==> config.mk <==
export PLATFORM = sky130hd
export DESIGN_NAME = rf_writeback_arb
export DESIGN_NICKNAME = d
export VERILOG_FILES = /design/src/rtl/rf_writeback_arb.sv
export SDC_FILE = /design/constraint.sdc
export NUM_CORES = 1
export LEC_CHECK = 0
export ABC_AREA = 1
export CELL_PAD_IN_SITES_DETAIL_PLACEMENT = 0
export CELL_PAD_IN_SITES_GLOBAL_PLACEMENT = 2
export CORE_ASPECT_RATIO = 0.8
export CORE_MARGIN = 5
export CORE_UTILIZATION = 32
export DETAILED_ROUTE_END_ITERATION = 10
export PLACE_DENSITY = 0.88
export REMOVE_ABC_BUFFERS = 1
export SLEW_MARGIN = 20
export SYNTH_ARGS = -nofsm -noshare
export SYNTH_HDL_FRONTEND = slang
export SYNTH_SLANG_ARGS = --single-unit
==> constraint.sdc <==
create_clock -name clk -period 4.3 [get_ports clk]
set_clock_uncertainty 0.15 [all_clocks]
set_input_delay 0.86 -clock clk [delete_from_list [all_inputs] [get_ports clk]]
set_output_delay 0.86 -clock clk [all_outputs]
set_load 0.02 [all_outputs]
==> src/rtl/rf_writeback_arb.sv <==
// Write-side arbiter for the gpr/fpr register files: port A writes directly, port B results
// queue in a small FIFO that drains into whichever file port A leaves free.
module rf_writeback_arb #(
   parameter int unsigned DEPTH = 4,
   parameter int unsigned CW    = $clog2(DEPTH + 1)
) (
   input  logic          clk,
   input  logic          reset,
   input  logic          a_valid,
   input  logic          a_is_fp,
   input  logic [4:0]    a_rd,
   input  logic [31:0]   a_data,
   input  logic          b_valid,
   output logic          b_ready,
   input  logic          b_is_fp,
   input  logic [4:0]    b_rd,
   input  logic [31:0]   b_data,
   input  logic          flush,
   output logic          gpr_reg_write,
   output logic [4:0]    gpr_write_reg,
   output logic [31:0]   gpr_write_data,
   output logic          fpr_reg_write,
   output logic [4:0]    fpr_write_reg,
   output logic [31:0]   fpr_write_data,
   input  logic          chk_is_fp,
   input  logic [4:0]    chk_rd,
   output logic          chk_busy,
   output logic [CW-1:0] count
);

   localparam int unsigned PW = $clog2(DEPTH);

   logic [PW-1:0]    wr_ptr_q, wr_ptr_d, rd_ptr_q, rd_ptr_d;
   logic [CW-1:0]    count_q, count_d;
   logic [DEPTH-1:0] vld_q, vld_d;
   logic [DEPTH-1:0] fp_q;
   logic [4:0]       rd_q   [DEPTH];
   logic [31:0]      data_q [DEPTH];

   logic        a_gpr, a_fpr, head_fp, head_blocked, pop, push, head_wr, full, busy;
   logic [4:0]  head_rd;
   logic [31:0] head_data;

   assign head_fp   = fp_q[rd_ptr_q];
   assign head_rd   = rd_q[rd_ptr_q];
   assign head_data = data_q[rd_ptr_q];

   // A write to gpr x0 is dropped and never claims the gpr port.
   assign a_gpr        = !reset && a_valid && !a_is_fp && (a_rd != 5'd0);
   assign a_fpr        = !reset && a_valid && a_is_fp;
   assign head_blocked = head_fp ? a_fpr : a_gpr;
   assign pop          = (count_q != '0) && !flush && !head_blocked;
   assign head_wr      = pop && (head_fp || (head_rd != 5'd0));
   assign full         = (count_q == CW'(DEPTH));
   assign push         = b_valid && !full && !flush;
   assign b_ready      = !full;
   assign count        = count_q;

   always_comb begin
      gpr_reg_write  = 1'b0;
      gpr_write_reg  = 5'd0;
      gpr_write_data = 32'd0;
      fpr_reg_write  = 1'b0;
      fpr_write_reg  = 5'd0;
      fpr_write_data = 32'd0;
      if (a_gpr) begin
         gpr_reg_write  = 1'b1;
         gpr_write_reg  = a_rd;
         gpr_write_data = a_data;
      end else if (head_wr && !head_fp) begin
         gpr_reg_write  = 1'b1;
         gpr_write_reg  = head_rd;
         gpr_write_data = head_data;
      end
      if (a_fpr) begin
         fpr_reg_write  = 1'b1;
         fpr_write_reg  = a_rd;
         fpr_write_data = a_data;
      end else if (head_wr && head_fp) begin
         fpr_reg_write  = 1'b1;
         fpr_write_reg  = head_rd;
         fpr_write_data = head_data;
      end
   end

   always_comb begin
      busy = 1'b0;
      for (int i = 0; i < int'(DEPTH); i++) begin
         if (vld_q[i] && (fp_q[i] == chk_is_fp) && (rd_q[i] == chk_rd)) busy = 1'b1;
      end
      chk_busy = busy && (chk_is_fp || (chk_rd != 5'd0));
   end

   always_comb begin
      wr_ptr_d = wr_ptr_q;
      rd_ptr_d = rd_ptr_q;
      count_d  = count_q;
      vld_d    = vld_q;
      if (flush) begin
         rd_ptr_d = wr_ptr_q;
         count_d  = '0;
         vld_d    = '0;
      end else begin
         if (pop) begin
            rd_ptr_d        = rd_ptr_q + PW'(1);
            vld_d[rd_ptr_q] = 1'b0;
         end
         if (push) begin
            wr_ptr_d        = wr_ptr_q + PW'(1);
            vld_d[wr_ptr_q] = 1'b1;
         end
         if (push && !pop)      count_d = count_q + CW'(1);
         else if (pop && !push) count_d = count_q - CW'(1);
      end
   end

   always_ff @(posedge clk or posedge reset) begin
      if (reset) begin
         wr_ptr_q <= '0;
         rd_ptr_q <= '0;
         count_q  <= '0;
         vld_q    <= '0;
      end else begin
         wr_ptr_q <= wr_ptr_d;
         rd_ptr_q <= rd_ptr_d;
         count_q  <= count_d;
         vld_q    <= vld_d;
      end
   end

   // Payload needs no reset; the valid bits and count qualify every read.
   always_ff @(posedge clk) begin
      if (push) begin
         fp_q[wr_ptr_q]   <= b_is_fp;
         rd_q[wr_ptr_q]   <= b_rd;
         data_q[wr_ptr_q] <= b_data;
      end
   end

endmodule
# Word-level counts from Yosys, hierarchy flattened
# Memories as Yosys holds them, arrays and structs flattened.
# Cells that the tools add are included.
# totals
word_cells,104
reg_bits,15
n_memories,2
inputBits,87
mem_bits_rw,148
out_inout_bits,81
# memory_table
name,words,width,read_ports,rd_ports_with_merged_regs,wr,line,text
data_q,4,32,1,0,1,38,logic [31:0] data_q [DEPTH];
rd_q,4,5,5,0,1,37,logic [4:0] rd_q [DEPTH];
# classes
reduce_logical,41
bitwise,4
order_cmp,4
n_mux,35
n_addsub,4
eq_ne,9
# op_table
cell,count
2-to-1 mux 32 bit,4
logical AND 1 bit,24
== test 5 bit,4
2-to-1 mux 5 bit,4
2-to-1 mux 4 bit,4
nonzero test 5 bit,3
2-to-1 mux 1 bit,14
2-to-1 mux 3 bit,3
zero test 1 bit,8
< comparator 2 x 3 -> 1 bit (second input constant),2
nonzero test 3 bit,2
adder 2 x 1 -> 2 bit (second input constant),2
AND 4 bit,1
bitwise mux 4 bit,1
demux 1 bit (select 2 bit),2
== test 1 bit,4
>= comparator 2 x 1 -> 1 bit (second input constant),2
2-to-1 mux 2 bit,2
NOT 4 bit,1
bitwise OR 4 bit,1
adder 3 x 1 -> 3 bit (second input constant),1
== test 3 bit (second input constant),1
subtractor 3 x 1 -> 3 bit (second input constant),1
binary-select mux 1 bit (select 2 bit),1
4 further kinds,5

# Logic depth before layout (Yosys ltp)
# Gate-level depths: netlist of run 1.
# depth
word_depth,12
mapped_depth,14
mapped_depth_nobuf,13

# Worst setup path after synthesis of run 1
# No wires, ideal clock.
# synth_path
kind,input to register
startpoint,input flush
endpoint,memory data_q[0][0] (enable)
required_ns,3.715
path_buffers,0
slack_ns,0.670
path_stages,5
arrival_ns,3.045
setup_time_ns,0.435
cell_sequence,inv_1 -> nand2_1 -> nor2_2 -> inv_1 -> nor2_1
# synth_via
elab_chain_cells,4
# synth_lines
item,line,text
"start, declared",18,"input logic flush,"
zero test 1 bit,55,assign push = b_valid && !full && !flush;
logical AND 1 bit,55,
2-to-1 mux 1 bit,133,if (push) begin
2-to-1 mux 1 bit (implied by the code),136,data_q[wr_ptr_q] <= b_data;
"end, declared",38,
# No other way between the ends.

# Worst setup path after layout of run 1
# layout_path
startpoint,input a_rd[2]
endpoint,output gpr_write_data[29]
# layout_via
elab_chain_cells,9
# layout_lines
item,line,text
"start, declared",11,"input logic [4:0] a_rd,"
nonzero test 5 bit *,49,assign a_gpr = !reset && a_valid && !a_is_fp && (a_rd != 5'd0);
logical AND 1 bit *,49,
2-to-1 mux 1 bit,51,assign head_blocked = head_fp ? a_fpr : a_gpr;
zero test 1 bit,52,assign pop = (count_q != '0) && !flush && !head_blocked;
logical AND 1 bit,52,
logical AND 1 bit,53,assign head_wr = pop && (head_fp || (head_rd != 5'd0));
logical AND 1 bit,70,end else if (head_wr && !head_fp) begin
2-to-1 mux 32 bit,70,
2-to-1 mux 32 bit *,66,if (a_gpr) begin
"end, declared",21,"output logic [31:0] gpr_write_data,"
# Mark *: on every way between the ends. The rest lies on a longest branch, timed or not.

==> impl_metrics.tcl, run 1 <==
set metrics [dict create \
    startpoint "a_rd[2]" \
    clockBufferDepth 2 \
    fin_tns_setup_ns 0 \
    yosysWarnings 0 \
    yosysMostFrequentCell "nand2_1" \
    grt_pass1_wl_um 33100 \
    hold_start "vld_q[2]$_DFF_PP0_" \
    post-route-drc-count 0 \
    status "finished clean" \
    fmax_mhz 240 \
    drive_gt1_share_pct 10.9 \
    grt_overflow_total 0 \
    dp_hpwl_um 14700 \
    nets 979 \
    grt_pass1_vias 5782 \
    routed_wirelength_um 21500 \
    synth_top_area_cell "edfxtp_1" \
    viasPerCell 4.92 \
    drt_first_iter_violations 486 \
    synthCells 711 \
    die_y_um 149 \
    pwr_density_cell_nw_per_um2 572 \
    hold_violations 0 \
    p_leak_nw 4.10 \
    die_width_um 183 \
    synth_common_cells "214 x nand2_1, 152 x edfxtp_1, 64 x o21ai_0" \
    clk_pin_slew_ns 0.06 \
    slowest_delay_ns 0.61 \
    r2r-start "rd_ptr_q[0]$_DFFE_PP0P_" \
    grt_max_degree 46 \
    synth_cell_type_count 41 \
    place.port_buffers 167 \
    cts_tree "built" \
    n_antenna_cell 0 \
    path_cells "clkdlybuf4s50_1 -> nor2_1 -> nand3_1 -> nand2_1 -> nor2_2 -> nor2_4 -> nand2_1 -> o21bai_4 -> buf_4 -> o21ai_2 -> clkdlybuf4s50_1" \
    clk_latency_ns 0.43 \
    numCtsBuffers 17 \
    worstSetupStartpointType "input pin" \
    ant_nets 0 \
    final-max-slew-violation-count 0 \
    max-slew-margin-rel_pct 60.9 \
    ctsHoldBuffers 0 \
    async_flop_share_pct 6.75 \
    area_growth_pct 36.2 \
    netlist_area_um2 7690 \
    peakVddDrop_uv 272 \
    core_um2 23500 \
    grt_usage_pct 15.8 \
    end_kind "primary output" \
    finalPower_mw 5.99 \
    drt-pass1-iter-count 7 \
    ys_seq_area_share_pct 62.9 \
    required_ns 3.29 \
    min_period_ns 4.16 \
    clock-sinks 163 \
    initial_core_util_pct 32.7 \
    final_util_pct 44.5 \
    crit_path_max_fanout 9 \
    clock-root-buffer "clkbuf_16" \
    synthTopCellsByArea "edfxtp_1 59%, nand2_1 10%, a32o_1 4.2%" \
    min_path_type "register to register" \
    io_pins 168 \
    synth_top_area_share_pct 59.4 \
    worstSetupPathType "input pin to primary output" \
    fillers 2222 \
    min_period_over_period_pct 96.8 \
    num_rows 50 \
    arrival_ns 3.15 \
    avgSynthCellArea_um2 10.8 \
    antenna_found_initial 0 \
    ys_ff_latch 163 \
    setup_violations 0 \
    cap_violations 0 \
    synthFlopType "edfxtp_1" \
    htreeDepth 4 \
    rsz0062_at_grt "false" \
    fp.dieArea_um2 27200 \
    place.gp.congestion 0.794 \
    num_vias 5939 \
    synth_edf_count 152 \
    wire_per_inst_um 17.8 \
    critical-path-slowest-cell "clkdlybuf4s50_1" \
    worstMarginPinSlew_ns 0.587 \
]
==> cell type report <==
type	instances	area, µm²	area share [%]
Clock buffer	18	429	4.10
Clock inverter	12	131	1.25
Inverter	48	189	1.80
Multi-Input combinational cell	461	2510	24.0
Sequential cell	163	4840	46.2
Tap cell	312	390	3.73
Timing Repair Buffer	192	1980	18.9
==> registers in the layout (all words and copies together), names as in the netlist <==
| signal | count |
|---|---|
| rd_ptr_q | 2 |
| fp_q | 4 |
| rd_q | 20 |
| wr_ptr_q | 2 |
| count | 3 |
| vld_q | 4 |
| data_q | 128 |
==> path summary, 6_finish.rpt <==
| kind | to | slack, ns | cells past startpoint |
|---|---|---|---|
| worst max-delay path | gpr_write_data[29] | 0.14 | 11 |
| worst min-delay path | vld_q[2]$_DFF_PP0_ | 0.40 | 1 |
| worst max register to register | count[2]$_DFFE_PP0P_ | 1.66 | 13 |
| worst min register to register | vld_q[2]$_DFF_PP0_ | 0.40 | 1 |
| max in group asynchronous | rd_ptr_q[0]$_DFFE_PP0P_ | 3.24 | 3 |
| min in group asynchronous | vld_q[0]$_DFF_PP0_ | 0.59 | 3 |
==> routing by layer <==
metal | track usage, % | up-vias | wire length [µm]
met5 | 0 | - | 0
met4 | 3.83 | 0 | 269
met3 | 4.35 | 16 | 1560
met2 | 24.4 | 199 | 9610
met1 | 22.1 | 2833 | 10100
li1 | - | 2891 | -
==> cell families after synthesis <==
family          count (synthesis)  share of synthesized area [%]
compound gates                187                           16.4
xor+xnor                        6                          0.684
fa+ha+maj                       9                           1.56
buf+inv                        87                           4.93
flops                         163                           62.9
simple gates                  259                           13.4
==> report_power, final <==
group | leakage [nW] | internal, mW | total [mW] | switching [mW]
logic | 2.31 | 0.950 | 2.49 | 1.54
registers | 1.52 | 1.95 | 2.05 | 0.101
clock network | 0.272 | 0.850 | 1.45 | 0.601
total | 4.10 | 3.75 | 5.99 | 2.24
==> what timing repair did <==
item | 4_1_cts | 5_1_grt
gates resized for setup | 0 | 28
endpoints found under the setup margin | 0 | 44
hold endpoints to repair | 0 | 0
setup buffers | 0 | 0
==> worst max-delay path, delay by kind of cell <==
family	cells	cell delay, ns
AO/OA/AOI/OAI	2	0.32
AND/OR/NAND/NOR	6	0.71
buffers and inverters	3	1.26
==> through the flow <==
stage | setup WS [ns] | instances | instance area (µm²) | hold slack (ns)
floorplan | -0.541 | 672 | 7490 | 0.338
global placement | 0.0938 | 1176 | 9840 | 0.376
detailed placement | 0.0683 | 1176 | 9840 | 0.370
CTS | 0.0444 | 1206 | 10400 | 0.394
global route | 0.00296 | 1206 | 10500 | 0.421
finish | 0.136 | 1206 | 10500 | 0.395
==> cell usage in the layout (no fill, tap or decap), drive strengths merged, types with 2 or more instances in the layout <==
master         netlist  layout
o211ai               2       2
nor2                18      18
inv                 47      50
nand3               15      15
ha                   8       8
xnor2                3       3
a32o                32      32
nand2              217     217
edfxtp             152     152
buf                 21      27
o22ai               17      17
xor2                 3       3
o21ai               79      79
o2111ai              2       2
bufinv               0       2
a31o                 4       4
dfrtp               11      11
clkbuf              18      18
dlymetal6s2s         0      22
a21oi               45      45
nor3                 4       4
clkinvlp             0       3
nand4                4       4
clkinv               1       5
clkdlybuf4s50        0     143
(Power assumes the default switching activity.)
==> run 2, diff against run 1 <==
--- a/config.mk
+++ b/config.mk
@@ -11,6 +11,7 @@
 export CORE_ASPECT_RATIO = 0.8
 export CORE_MARGIN = 5
 export CORE_UTILIZATION = 32
+export CTS_CLUSTER_DIAMETER = 150
 export DETAILED_ROUTE_END_ITERATION = 10
 export PLACE_DENSITY = 0.88
 export REMOVE_ABC_BUFFERS = 1
==> results of run 2 <==
No change in the layout: final DEF, timing and power equal those of run 1.
==> run 3, diff against run 2 <==
--- a/config.mk
+++ b/config.mk
@@ -8,7 +8,7 @@
 export ABC_AREA = 1
 export CELL_PAD_IN_SITES_DETAIL_PLACEMENT = 0
 export CELL_PAD_IN_SITES_GLOBAL_PLACEMENT = 2
-export CORE_ASPECT_RATIO = 0.8
+export CORE_ASPECT_RATIO = 1.75
 export CORE_MARGIN = 5
 export CORE_UTILIZATION = 32
 export CTS_CLUSTER_DIAMETER = 150
==> run 3 against run 2 <==
Global-route usage up 0.67 points. Final cell count up 0.58%. Die area up 0.38%. Combinational power up 2%. Via count up 1.3%. Wire length up 4.0%. Non-clock buffer count up 7. Fmax up 0.48%. First-iteration DRC count down 28%. Utilization down 0.44 points. Flip-flop and latch count unchanged.
==> impl_metrics.tcl, run 3 (synthesis results as in run 1) <==
set metrics [dict create \
    status "finished clean" \
    arrival_ns 3.13 \
    ctsHoldBuffers 0 \
    hold_violations 0 \
    crit_path_max_fanout 9 \
    clk_latency_ns 0.43 \
    crit_family "buffers and inverters" \
    critPathBufInv 4 \
    largest_registers "data_q: 128 flops, rd_q: 20 flops" \
    min_path_type "register to register" \
    largest_reg_flops 128 \
    worstMarginPinSlew_ns 0.533 \
    startpoint "reset" \
    rsz0062_at_grt "false" \
    grt_overflow_total 0 \
    antenna_found_initial 2 \
    crit_cells 12 \
    drt_first_iter_violations 348 \
    final_util_pct 44.1 \
    min_period_over_period_pct 96.4 \
    worstSetupPathType "input pin to primary output" \
    fmax_mhz 241 \
    initial_core_util_pct 32.3 \
    numCtsBuffers 17 \
    worstSetupStartpointType "input pin" \
    htreeDepth 4 \
    grt_max_degree 50 \
    final_cell_mix "214 x nand2_1, 157 x clkdlybuf4s50_1, 152 x edfxtp_1" \
    path_cells "clkdlybuf4s50_1 -> inv_1 -> nand2_1 -> nor2_1 -> nand2_1 -> nor2_2 -> nor2_4 -> nand2_1 -> o21bai_4 -> buf_4 -> o22ai_2 -> clkdlybuf4s50_1" \
    required_ns 3.29 \
    p_leak_nw 3.94 \
    final-max-slew-violation-count 0 \
    io_pins 168 \
    end_kind "primary output" \
    dp_hpwl_um 15800 \
    clk_pin_slew_ns 0.07 \
    nets 986 \
    place.gp.congestion 0.856 \
    max-slew-margin-rel_pct 64.5 \
    post-route-drc-count 0 \
    num_vias 6014 \
    routed_wirelength_um 22400 \
    core_um2 23800 \
    viasPerCell 4.96 \
    place.port_buffers 167 \
    regToRegSetupSlack_ns 1.63 \
    grt_pass1_vias 6136 \
    cts_tree "built" \
    reg2reg_to "count[2]$_DFFE_PP0P_" \
    final_common_cell "nand2_1" \
    drive_gt1_share_pct 11.5 \
    slowest_delay_ns 0.55 \
    die_y_um 215 \
    drt-pass1-iter-count 4 \
    ant_nets 0 \
    clock-sinks 163 \
    crit_path_frequent_cell "nand2_1" \
    instances_no_fill 1213 \
    pwr_density_cell_nw_per_um2 575 \
    grt_pass1_wl_um 34300 \
    area_growth_pct 36.7 \
    peakVddDrop_uv 306 \
    clockBufferDepth 2 \
    min_period_ns 4.14 \
    num_rows 75 \
    setup_violations 0 \
    grt_usage_pct 16.5 \
    post_cts_buffers 0 \
    largest-register "data_q" \
    cp-endpoint "gpr_write_data[23]" \
    cap_violations 0 \
    clock-root-buffer "clkbuf_16" \
    critical-path-slowest-cell "clkdlybuf4s50_1" \
    fp.dieArea_um2 27300 \
    dp.cells 1179 \
    wire_per_inst_um 18.4 \
    die_width_um 127 \
    r2r-start "rd_ptr_q[0]$_DFFE_PP0P_" \
    r2r_cells 13 \
]
run 3: changes by cell type in the layout (fill, tap and decap cells not counted), moves of 2 or more:
cell             before  now
diode_2               0    2
clkinv_4              1    3
dlymetal6s2s_1       22   10
inv_6                 2    5
clkinv_2              3    1
buf_4                19   26
clkdlybuf4s50_1     143  157
buf_6                 3    0
run 3: area by class of cell:
type	instances	area [µm²]
fill	2283	13300
sequential	163	4840
multi-input combinational	461	2510
timing repair buffer	199	2010
clock buffer	17	425
tap	308	385
inverter	48	185
clock inverter	15	146
antenna	2	5.00
run 3: metrics by stage:
stage	hold slack, ns	setup TNS, ns	instance area, µm²	power (mW)	worst slack (ns)
after CTS	0.394	0	10500	6.11	0.0964
after global routing	0.417	0	10500	6.39	0.00369
after floorplan	0.338	-31.60	7490	3.50	-0.541
after global placement	0.379	0	9910	4.64	0.111
after detailed placement	0.379	0	9910	4.65	0.103
final	0.392	0	10500	6.04	0.156
run 3: worst min path at each step:
stage | from | endpoint | cells past startpoint
2_1_floorplan | vld_q[3]$_DFF_PP0_ | vld_q[3]$_DFF_PP0_ | 1
3_3_place_gp | vld_q[2]$_DFF_PP0_ | vld_q[2]$_DFF_PP0_ | 1
3_5_place_dp | vld_q[2]$_DFF_PP0_ | vld_q[2]$_DFF_PP0_ | 1
4_1_cts | vld_q[2]$_DFF_PP0_ | vld_q[2]$_DFF_PP0_ | 1
5_1_grt | vld_q[3]$_DFF_PP0_ | vld_q[3]$_DFF_PP0_ | 1
6_report | vld_q[3]$_DFF_PP0_ | vld_q[3]$_DFF_PP0_ | 1
run 3: what timing repair did:
action                                  4_1_cts  5_1_grt
endpoints found under the setup margin        0       11
hold endpoints to repair                      0        0
gates resized for setup                       0       11
run 3: report_power, final:
group | switching [mW] | total, mW | internal (mW)
Clock | 0.651 | 1.46 | 0.810
Sequential | 0.102 | 2.05 | 1.95
Combinational | 1.55 | 2.53 | 0.981
Total | 2.30 | 6.04 | 3.74
run 3: layer usage:
metal	track usage, %	vias to the layer above	wire length (µm)
met4	6.98	0	679
met3	2.63	37	651
met5	0	-	0
met1	17.4	2933	8360
li1	-	2908	-
met2	31.5	136	12700
run 3: worst register-to-register path, stage by stage (launching register included):
cell and delay (ns):
dfrtp_2 0.51, inv_4 0.36, nand2_2 0.10, nand2_1 0.07, nand2_1 0.05, nand2_2 0.09
nor2_2 0.06, o21ai_1 0.38, inv_1 0.11, fa_1 0.42, inv_1 0.07, nand3_1 0.07
nand3_1 0.06, nand2_1 0.05
